<file path="src/rtl/mul_pkg.sv">
// Shared definitions for the sequential Karatsuba multipliers.
package mul_pkg;
  typedef enum logic [2:0] {IDLE, ISSUE, DRAIN, ACC, OUT} kara_state_e;

  localparam int KARA_CNT_W = 8;

  function automatic int kara_latency(input int sub_lat);
    return sub_lat + 5;
  endfunction
endpackage

</file>
<file path="src/rtl/addcpred.sv">
// Plain carry-propagate adder with carry in/out; used as a subtractor via a + ~b + 1.
module addcpred #(
  parameter int W = 32
) (
  input  logic [W-1:0] a,
  input  logic [W-1:0] b,
  input  logic         cin,
  output logic [W-1:0] sum,
  output logic         cout
);
  assign {cout, sum} = {1'b0, a} + {1'b0, b} + {{W{1'b0}}, cin};
endmodule

</file>
<file path="src/rtl/kara_precomp.sv">
// Karatsuba operand split with sign and absolute differences |x1-x0|, |y0-y1|.
module kara_precomp #(
  parameter int WIDTH = 64
) (
  input  logic [WIDTH-1:0]   a,
  input  logic [WIDTH-1:0]   b,
  output logic [WIDTH/2-1:0] x0,
  output logic [WIDTH/2-1:0] x1,
  output logic [WIDTH/2-1:0] y0,
  output logic [WIDTH/2-1:0] y1,
  output logic [WIDTH/2-1:0] da,
  output logic [WIDTH/2-1:0] db,
  output logic               sign
);
  localparam int WH = WIDTH/2;

  logic [WH-1:0] dx_f, dx_r, dy_f, dy_r;
  logic          cx_f, cx_r, cy_f, cy_r;
  logic          unused_cout;

  assign {x1, x0} = a;
  assign {y1, y0} = b;

  // Both directions are computed so the magnitude is a mux, not a negate after the compare.
  addcpred #(.W(WH)) u_dx_f (.a(x1), .b(~x0), .cin(1'b1), .sum(dx_f), .cout(cx_f));
  addcpred #(.W(WH)) u_dx_r (.a(x0), .b(~x1), .cin(1'b1), .sum(dx_r), .cout(cx_r));
  addcpred #(.W(WH)) u_dy_f (.a(y0), .b(~y1), .cin(1'b1), .sum(dy_f), .cout(cy_f));
  addcpred #(.W(WH)) u_dy_r (.a(y1), .b(~y0), .cin(1'b1), .sum(dy_r), .cout(cy_r));

  assign unused_cout = cx_r ^ cy_r;
  assign da   = cx_f ? dx_f : dx_r;
  assign db   = cy_f ? dy_f : dy_r;
  assign sign = (~cx_f) ^ (~cy_f);
endmodule

</file>
<file path="src/rtl/mul32_80.sv">
// Pipelined unsigned half-width multiplier; product appears LAT edges after the operands.
module mul32_80 #(
  parameter int WIDTH = 32,
  parameter int LAT   = 2
) (
  input  logic               clk,
  input  logic [WIDTH-1:0]   a,
  input  logic [WIDTH-1:0]   b,
  output logic [2*WIDTH-1:0] p
);
  localparam int PW = 2*WIDTH;

  logic [PW-1:0] pipe [LAT];

  always_ff @(posedge clk) begin
    pipe[0] <= PW'(a) * PW'(b);
    for (int i = 1; i < LAT; i++) pipe[i] <= pipe[i-1];
  end

  assign p = pipe[LAT-1];
endmodule

</file>
<file path="src/rtl/mul_kara_seq.sv">
// Resource-shared Karatsuba multiplier: one half-width multiplier issued z0, z2, m in turn.
module mul_kara_seq
  import mul_pkg::*;
#(
  parameter int WIDTH   = 64,
  parameter int SUB_LAT = 2,
  parameter int TAG_W   = 4
) (
  input  logic               clk,
  input  logic               rst,
  input  logic               in_valid,
  output logic               in_ready,
  input  logic [WIDTH-1:0]   in_a,
  input  logic [WIDTH-1:0]   in_b,
  input  logic [TAG_W-1:0]   in_tag,
  output logic               out_valid,
  input  logic               out_ready,
  output logic [2*WIDTH-1:0] out_c,
  output logic [TAG_W-1:0]   out_tag,
  output logic               busy
);
  // state | meaning
  // IDLE  | waiting for operands
  // ISSUE | feeding (x0,y0), (x1,y1), (da,db) to the shared multiplier
  // DRAIN | waiting for the last products to emerge
  // ACC   | recombining z0, z2, m into the full product
  // OUT   | result held until out_ready
  localparam int WH  = WIDTH/2;
  localparam int W2  = 2*WIDTH;
  localparam int LAT = kara_latency(SUB_LAT);
  localparam logic [KARA_CNT_W-1:0] ISS_Z0 = KARA_CNT_W'(0);
  localparam logic [KARA_CNT_W-1:0] ISS_Z2 = KARA_CNT_W'(1);
  localparam logic [KARA_CNT_W-1:0] ISS_M  = KARA_CNT_W'(2);
  localparam logic [KARA_CNT_W-1:0] CAP_Z0 = KARA_CNT_W'(LAT-4);
  localparam logic [KARA_CNT_W-1:0] CAP_Z2 = KARA_CNT_W'(LAT-3);
  localparam logic [KARA_CNT_W-1:0] CAP_M  = KARA_CNT_W'(LAT-2);

  kara_state_e           state, state_nxt;
  logic [KARA_CNT_W-1:0] cyc;
  logic                  accept;
  logic [WH-1:0]         pre_x0, pre_x1, pre_y0, pre_y1, pre_da, pre_db;
  logic                  pre_sign;
  logic [WH-1:0]         x0_q, x1_q, y0_q, y1_q, da_q, db_q, mul_a, mul_b;
  logic                  sign_q;
  logic [TAG_W-1:0]      tag_q;
  logic [WIDTH-1:0]      mul_p, z0, z2, m;
  logic [W2-1:0]         t_a, t_b, t_c, cs_s, cs_c, acc_c;

  kara_precomp #(.WIDTH(WIDTH)) u_precomp (
    .a(in_a), .b(in_b), .x0(pre_x0), .x1(pre_x1), .y0(pre_y0), .y1(pre_y1),
    .da(pre_da), .db(pre_db), .sign(pre_sign)
  );

  mul32_80 #(.WIDTH(WH), .LAT(SUB_LAT)) u_mul (.clk(clk), .a(mul_a), .b(mul_b), .p(mul_p));

  always_comb begin
    state_nxt = state;
    in_ready  = 1'b0;
    unique case (state)
      IDLE: begin
        in_ready = 1'b1;
        if (in_valid) state_nxt = ISSUE;
      end
      ISSUE: if (cyc == ISS_M) state_nxt = DRAIN;
      DRAIN: if (cyc == CAP_M) state_nxt = ACC;
      ACC:   state_nxt = OUT;
      OUT: begin
        in_ready = out_ready;
        if (out_ready) state_nxt = in_valid ? ISSUE : IDLE;
      end
      default: state_nxt = IDLE;
    endcase
    if (rst) in_ready = 1'b0;
  end

  assign accept = in_valid & in_ready;
  assign busy   = (state != IDLE);

  always_ff @(posedge clk) begin
    if (rst) begin
      state     <= IDLE;
      cyc       <= '0;
      out_valid <= 1'b0;
      out_c     <= '0;
      out_tag   <= '0;
    end else begin
      state <= state_nxt;
      if (accept) cyc <= '0;
      else if (state == ISSUE || state == DRAIN || state == ACC) cyc <= cyc + 1'b1;
      if (state == ACC) begin
        out_valid <= 1'b1;
        out_c     <= acc_c;
        out_tag   <= tag_q;
      end else if (state == OUT && out_ready) begin
        out_valid <= 1'b0;
      end
    end
  end

  // Capture slots are fixed offsets of the issue counter; the multiplier carries no valid bit.
  always_ff @(posedge clk) begin
    if (accept) begin
      {x1_q, x0_q} <= {pre_x1, pre_x0};
      {y1_q, y0_q} <= {pre_y1, pre_y0};
      {da_q, db_q} <= {pre_da, pre_db};
      sign_q       <= pre_sign;
      tag_q        <= in_tag;
    end
    if (state == ISSUE) begin
      case (cyc)
        ISS_Z0:  begin mul_a <= x0_q; mul_b <= y0_q; end
        ISS_Z2:  begin mul_a <= x1_q; mul_b <= y1_q; end
        default: begin mul_a <= da_q; mul_b <= db_q; end
      endcase
    end
    if (state == ISSUE || state == DRAIN) begin
      if (cyc == CAP_Z0) z0 <= mul_p;
      if (cyc == CAP_Z2) z2 <= mul_p;
      if (cyc == CAP_M)  m  <= mul_p;
    end
  end

  // Subtracting m is done modulo 2^W2; the true middle term is never negative.
  assign t_a   = {z2, z0};
  assign t_b   = (W2'(z2) + W2'(z0)) << WH;
  assign t_c   = (sign_q ? (~W2'(m) + 1'b1) : W2'(m)) << WH;
  assign cs_s  = t_a ^ t_b ^ t_c;
  assign cs_c  = ((t_a & t_b) | (t_a & t_c) | (t_b & t_c)) << 1;
  assign acc_c = cs_s + cs_c;
endmodule

</file>
<file path="config.mk">
export PLATFORM = sky130hd
export DESIGN_NAME = mul_kara_seq
export DESIGN_NICKNAME = d
export VERILOG_FILES = /design/src/rtl/mul_pkg.sv /design/src/rtl/addcpred.sv /design/src/rtl/kara_precomp.sv /design/src/rtl/mul32_80.sv /design/src/rtl/mul_kara_seq.sv
export SDC_FILE = /design/constraint.sdc
export NUM_CORES = 2
export LEC_CHECK = 0
export BUFFER_PORTS_ARGS = -buffer_cell sky130_fd_sc_hd__buf_2
export CAP_MARGIN = 40
export CORE_ASPECT_RATIO = 1.1
export CORE_MARGIN = 2
export CORE_UTILIZATION = 35
export CTS_BUF_LIST = sky130_fd_sc_hd__clkbuf_2 sky130_fd_sc_hd__clkbuf_4 sky130_fd_sc_hd__clkbuf_8
export DETAILED_ROUTE_END_ITERATION = 8
export PLACE_DENSITY = 0.61
export SETUP_SLACK_MARGIN = 0.05
export SLEW_MARGIN = 10
export SYNTH_ARGS = -nofsm -noshare
export SYNTH_HDL_FRONTEND = slang
export SYNTH_SLANG_ARGS = --single-unit
</file>
<file path="constraint.sdc">
create_clock -name clk -period 7.5 [get_ports clk]
set_clock_uncertainty 0.05 [all_clocks]
set_input_delay 1.5 -clock clk [delete_from_list [all_inputs] [get_ports clk]]
set_output_delay 1.5 -clock clk [all_outputs]
set_load 0.02 [all_outputs]
</file>
# --- Word-level counts from Yosys, hierarchy flattened ---
# Memory sizes are Yosys's and may differ from the RTL's.
# Index checks and enable logic that the tools add are counted.
word_totals:
  word_cells: 88
  memories: 1
  output_inout_bits: 135
  ramBits: 128
  in_bits: 136
  reg_bits: 597
op_classes:
  multipliers: 1
  n_addsub: 12
  reduce_logical: 12
  bitwise: 16
  n_eq_ne: 13
  muxes: 15
mem_list:
  columns: ["memory", "depth", "word_bits", "rd", "rd_ports_with_merged_regs", "write_ports", "line_no", "source"]
  rows:
  - ["u_mul.pipe", 2, 64, 2, 0, 2, "mul32_80.sv:13", "logic [PW-1:0] pipe [LAT];"]
op_table:
  columns: ["cell", "n"]
  rows:
  - ["bitwise OR 127 bit", 2]
  - ["adder 128 bit", 1]
  - ["NOT 32 bit", 4]
  - ["one-hot mux 32 bit (2 select lines)", 2]
  - ["bitwise XOR 128 bit", 1]
  - ["bitwise XOR 128 x 97 -> 128 bit", 1]
  - ["bitwise AND 127 bit", 1]
  - ["bitwise AND 127 x 97 -> 127 bit", 1]
  - ["bitwise AND 97 x 127 -> 127 bit", 1]
  - ["adder 96 x 1 -> 96 bit (second input constant)", 1]
  - ["2-to-1 mux 96 bit", 1]
  - ["NOT 64 -> 96 bit", 1]
  - ["adder 32 x 32 -> 33 bit", 2]
  - ["adder 33 x 1 -> 33 bit (second input constant)", 2]
  - ["adder 64 x 64 -> 65 bit", 1]
  - ["adder 32 x 1 -> 32 bit (second input constant)", 2]
  - ["adder 32 bit", 2]
  - ["multiplier 32 x 32 -> 64 bit", 1]
  - ["2-to-1 mux 32 bit", 2]
  - ["== test 8 x 2 -> 1 bit (second input constant)", 2]
  - ["== test 8 x 3 -> 1 bit (second input constant)", 2]
  - ["one-hot mux 3 bit (5 select lines)", 1]
  - ["2-to-1 mux 3 bit", 4]
  - ["adder 8 x 1 -> 8 bit (second input constant)", 1]
  - ["19 further kinds", 30]

# --- Logic depth before layout (Yosys ltp) ---
depth:
  depth_word: 7
  mapped_depth: 31
  mapped_depth_nobuf: 29

# --- Hierarchy ---
# From an unflattened synthesis, not the netlist that was laid out.
hier_totals:
  cells_unflattened: 8445
  area_unflattened_um2: 79069.6
modules_own_cells:
  columns: ["mod", "cells_each", "instances", "area_per_inst_um2"]
  rows:
  - ["mul32_80", 3970, 1, 36652.7]
  - ["mul_kara_seq", 3169, 1, 32880.3]
  - ["addcpred", 244, 4, 1750.4]
  - ["kara_precomp", 330, 1, 2534.9]

# --- Worst setup path after synthesis ---
# OpenSTA, ideal clock, no wires.
synth_path:
  kind: "input port to flip-flop"
  startpoint: "in rst"
  endpoint: "reg cyc[0]"
  path_slack_ps: -354
  arrival_ps: 7680
  path_stages: 5
  setup_ps: 124
  path_cell_list: "nor4_1 -> and2_1 -> or2_2 -> clkbuf_1 -> nor2_1"
synth_via:
  elab_chain_cells: 3
synth_rtl:
  columns: ["element", "line_no", "source"]
  rows:
  - ["start: declaration", "mul_kara_seq.sv:10", "input logic rst,"]
  - ["2-to-1 mux 1 bit", "mul_kara_seq.sv:73", "if (rst) in_ready = 1'b0;"]
  - ["bitwise AND 1 bit", "mul_kara_seq.sv:76", "assign accept = in_valid & in_ready;"]
  - ["net accept", "mul_kara_seq.sv:40", "logic accept;"]
  - ["OR reduction 2 bit (no source line)", null, null]
  - ["end signal: assignment", "mul_kara_seq.sv:89", "else if (state == ISSUE || state == DRAIN || state == ACC) cyc <= cyc + 1'b1;"]
  - ["end: declaration", "mul_kara_seq.sv:39", "logic [KARA_CNT_W-1:0] cyc;"]
# The timed path passes the listed nets, and every way through them passes these cells.
# A chain may end at the register's enable or synchronous reset.

==> reports/metrics.yaml <==
routing:
  drtIter0Drc: 3916
  vias_per_cell: 5.14
  firstDrtPassIters: 7
  ant_nets: 0
  wire_per_inst_um: 20.8
  vias: 58300
  drt-total-wl_um: 236000
  drc: 0
synthesis:
  synth_area_leaders: "fa_1 (26%), edfxtp_1 (18%), ha_1 (9.7%)"
  synth_nets: 9586
  netlist_instances: 7901
  synth_mux_area_share_pct: 0.422
  synth-edff-count: 453
  syn_area_sq_um: 75100
  syn_avg_cell_area_sq_um: 9.50
  synthAdderAreaFrac_pct: 35.5
  synth_xor_area_share_pct: 3.92
  yosys_warnings: 0
  async_flop_share_pct: 0
  synth.most_common_cell: "inv_1"
  seq_area_frac_synth_pct: 25.4
  synth_simple_gate_area_share_pct: 14.8
  synth_top_cell_area_share_pct: 25.8
  synth-main-ff-cell: "edfxtp_1"
  ys_top_cells_by_count: "inv_1 (1,126), nand2_1 (1,039), fa_1 (967)"
  synth_compound_area_share_pct: 12.3
  yosys.area.top_type: "fa_1"
  synth.ff_latch_count: 725
  synth_cell_types: 103
  synth_top_family_by_area: "adder cells"
cts:
  hold_buffers: 0
  cts_buffer_depth: 3
  cts-root-buf: "clkbuf_8"
  clock-sinks: 725
  cts_made_buffers: 121
  clk_pin_slew_ns: 0.06
  htree_levels: 3
  cts_tree: "yes"
  clk_latency_ns: 0.92
cells_and_area:
  fin_nets: 10100
  syn2layout_area_growth_pct: 16.0
  multi_input_area_sq_um: 51300
  stdcell_area_sq_um: 87100
  drive_above_1_share_pct: 15.2
  utilization_pct: 40.8
  ff_latch_area_sq_um: 19000
  nFillCells: 20900
critical_path:
  critPathMaxFanout: 5
  crit_required_ns: 8.25
  r2r_cells: 28
  crit_top_cell: "fa_1"
  critPathLaunch: "mul_a[14]"
  cp_slowest_cell: "fa_2"
  critical-path-max-stage-delay_ns: 0.59
  start_kind: "flip-flop"
  crit_type: "flip-flop to flip-flop"
  worstSetupEndpointType: "flip-flop"
  crit_arrival_ns: 8.41
  r2r_start: "mul_a[14]"
floorplan:
  io_pins: 271
  die-area_sq_um: 218000
  die_h_um: 490
  core_region_area_sq_um: 214000
  die_x_um: 446
  start_util_pct: 35.2
  floorplan.rows: 178
sta:
  rsz0062_at_grt: "yes"
  timing.final.ws_setup_ns: -0.154
  setup_tns_ns: -1.17
  max_freq_ghz: 0.131
  max_slew_margin_pct: 38.7
  hold_viol_final: 0
  setup_viol_count_final: 13
  min_period_ns: 7.65
  slew_violations: 0
  worstMarginPinSlew_ns: 0.913
  hold_slack_ns: 0.249
  fin_crit_sh_pct: 102
global_routing:
  grt_overflow: 0
  grt_util_met3_pct: 2.71
  grt_pass1_vias: 60900
  grtUsageTotal_pct: 21.5
  met2_usage_pct: 37.3
  grt_most_used_layer: "met2"
  grt_max_degree: 99
  grt_pass1_wl_um: 361000
  grtUsageMet1_pct: 26.9
  grt_antenna_before_repair: 6
placement:
  io_buffers: 270
  place_area_sq_um: 82600
  dp_hpwl_um: 197000
  gp_congestion: 1.00
min_path:
  holdCritPathClass: "flip-flop to flip-flop"
  min_from: "u_mul.pipe[0][36]"
  holdPathStages: 0
status:
  status: "finished, violations left"
  violations: "setup timing"
run:
  cap_violations: 0
[routing by layer]
metal,wire [um],vias to the layer above
met5,8,-
met4,10500,2
met3,12000,425
met2,115000,1787
met1,98400,29300
li1,-,26900
[worst max-delay path: cells and delay by family, from the launching register on]
| family | cells | cell delay (ns) |
|---|---|---|
| simple gates | 1 | 0.15 |
| fa+ha+maj | 9 | 4.34 |
| flops | 1 | 0.52 |
| compound gates | 10 | 1.56 |
| buf+inv | 7 | 0.79 |
| xor+xnor | 1 | 0.15 |
[registers in the layout, indices dropped and copies added (netlist names)]
signal,cells
sign_q,1
out_valid,1
out_c,128
state,3
mul_b,32
x1_q,32
y0_q,32
da_q,32
x0_q,32
z0,64
z2,64
out_tag,4
cyc,8
y1_q,32
tag_q,4
u_mul.pipe,128
db_q,32
m,64
mul_a,32
[layout by cell type (no fill, tap or decap), drive strengths merged, types with 66 or more instances in the layout]
| master | synthesis | layout |
|---|---|---|
| nand4 | 82 | 82 |
| buf | 34 | 821 |
| a21o | 171 | 171 |
| fa | 967 | 967 |
| edfxtp | 453 | 453 |
| clkbuf | 372 | 174 |
| o21ai | 265 | 265 |
| ha | 582 | 582 |
| xnor2 | 230 | 230 |
| nand2 | 1039 | 1039 |
| nor2 | 226 | 226 |
| a21oi | 513 | 513 |
| o21bai | 99 | 99 |
| inv | 1128 | 1132 |
| nand3 | 66 | 66 |
| and2 | 617 | 617 |
| dfxtp | 272 | 272 |
| xor2 | 105 | 105 |
[timing repair]
| action | 4_1_cts | 5_1_grt |
|---|---|---|
| gates resized for setup | 113 | 152 |
| pin swaps | 81 | 142 |
| endpoints found under the setup margin | 32 | 44 |
| buffers inserted | 30 | 31 |
| cloned | 4 | 3 |
[final cells by class]
type                            instances  share of cell area, %
Clock buffer                          172                   2.44
Multi-Input combinational cell       5641                   58.9
Timing Repair Buffer                  824                   7.26
Tap cell                             2790                   4.01
Inverter                             1129                   4.87
Antenna cell                            3                0.00862
Sequential cell                       725                   21.9
Clock inverter                         58                  0.700
[cells by family after synthesis]
kind of cell             after synthesis
AND/OR/NAND/NOR                     2279
multiplexers                          31
buffers and inverters               1535
flip-flops                           725
adder cells (fa/ha/maj)             1549
XOR/XNOR                             335
AO/OA/AOI/OAI                       1447
[final timing paths]
check | to | slack [ns]
setup reg to reg | u_mul.pipe[0][56] | -0.15
setup / recovery | u_mul.pipe[0][56] | -0.15
hold reg to reg | u_mul.pipe[0][100] | 0.25
hold / removal | u_mul.pipe[0][100] | 0.25
[through the flow]
step,cells,setup WS [ns]
after global routing,11300,-0.421
after floorplan,7901,0.0544
after global placement,11000,-0.464
after detailed placement,11000,-0.491
after CTS,11300,-0.155
final,11300,-0.154
Power is left out: the tool's default activity adds up to more than one toggle a clock period on the data nets, which glitch-free logic cannot reach.
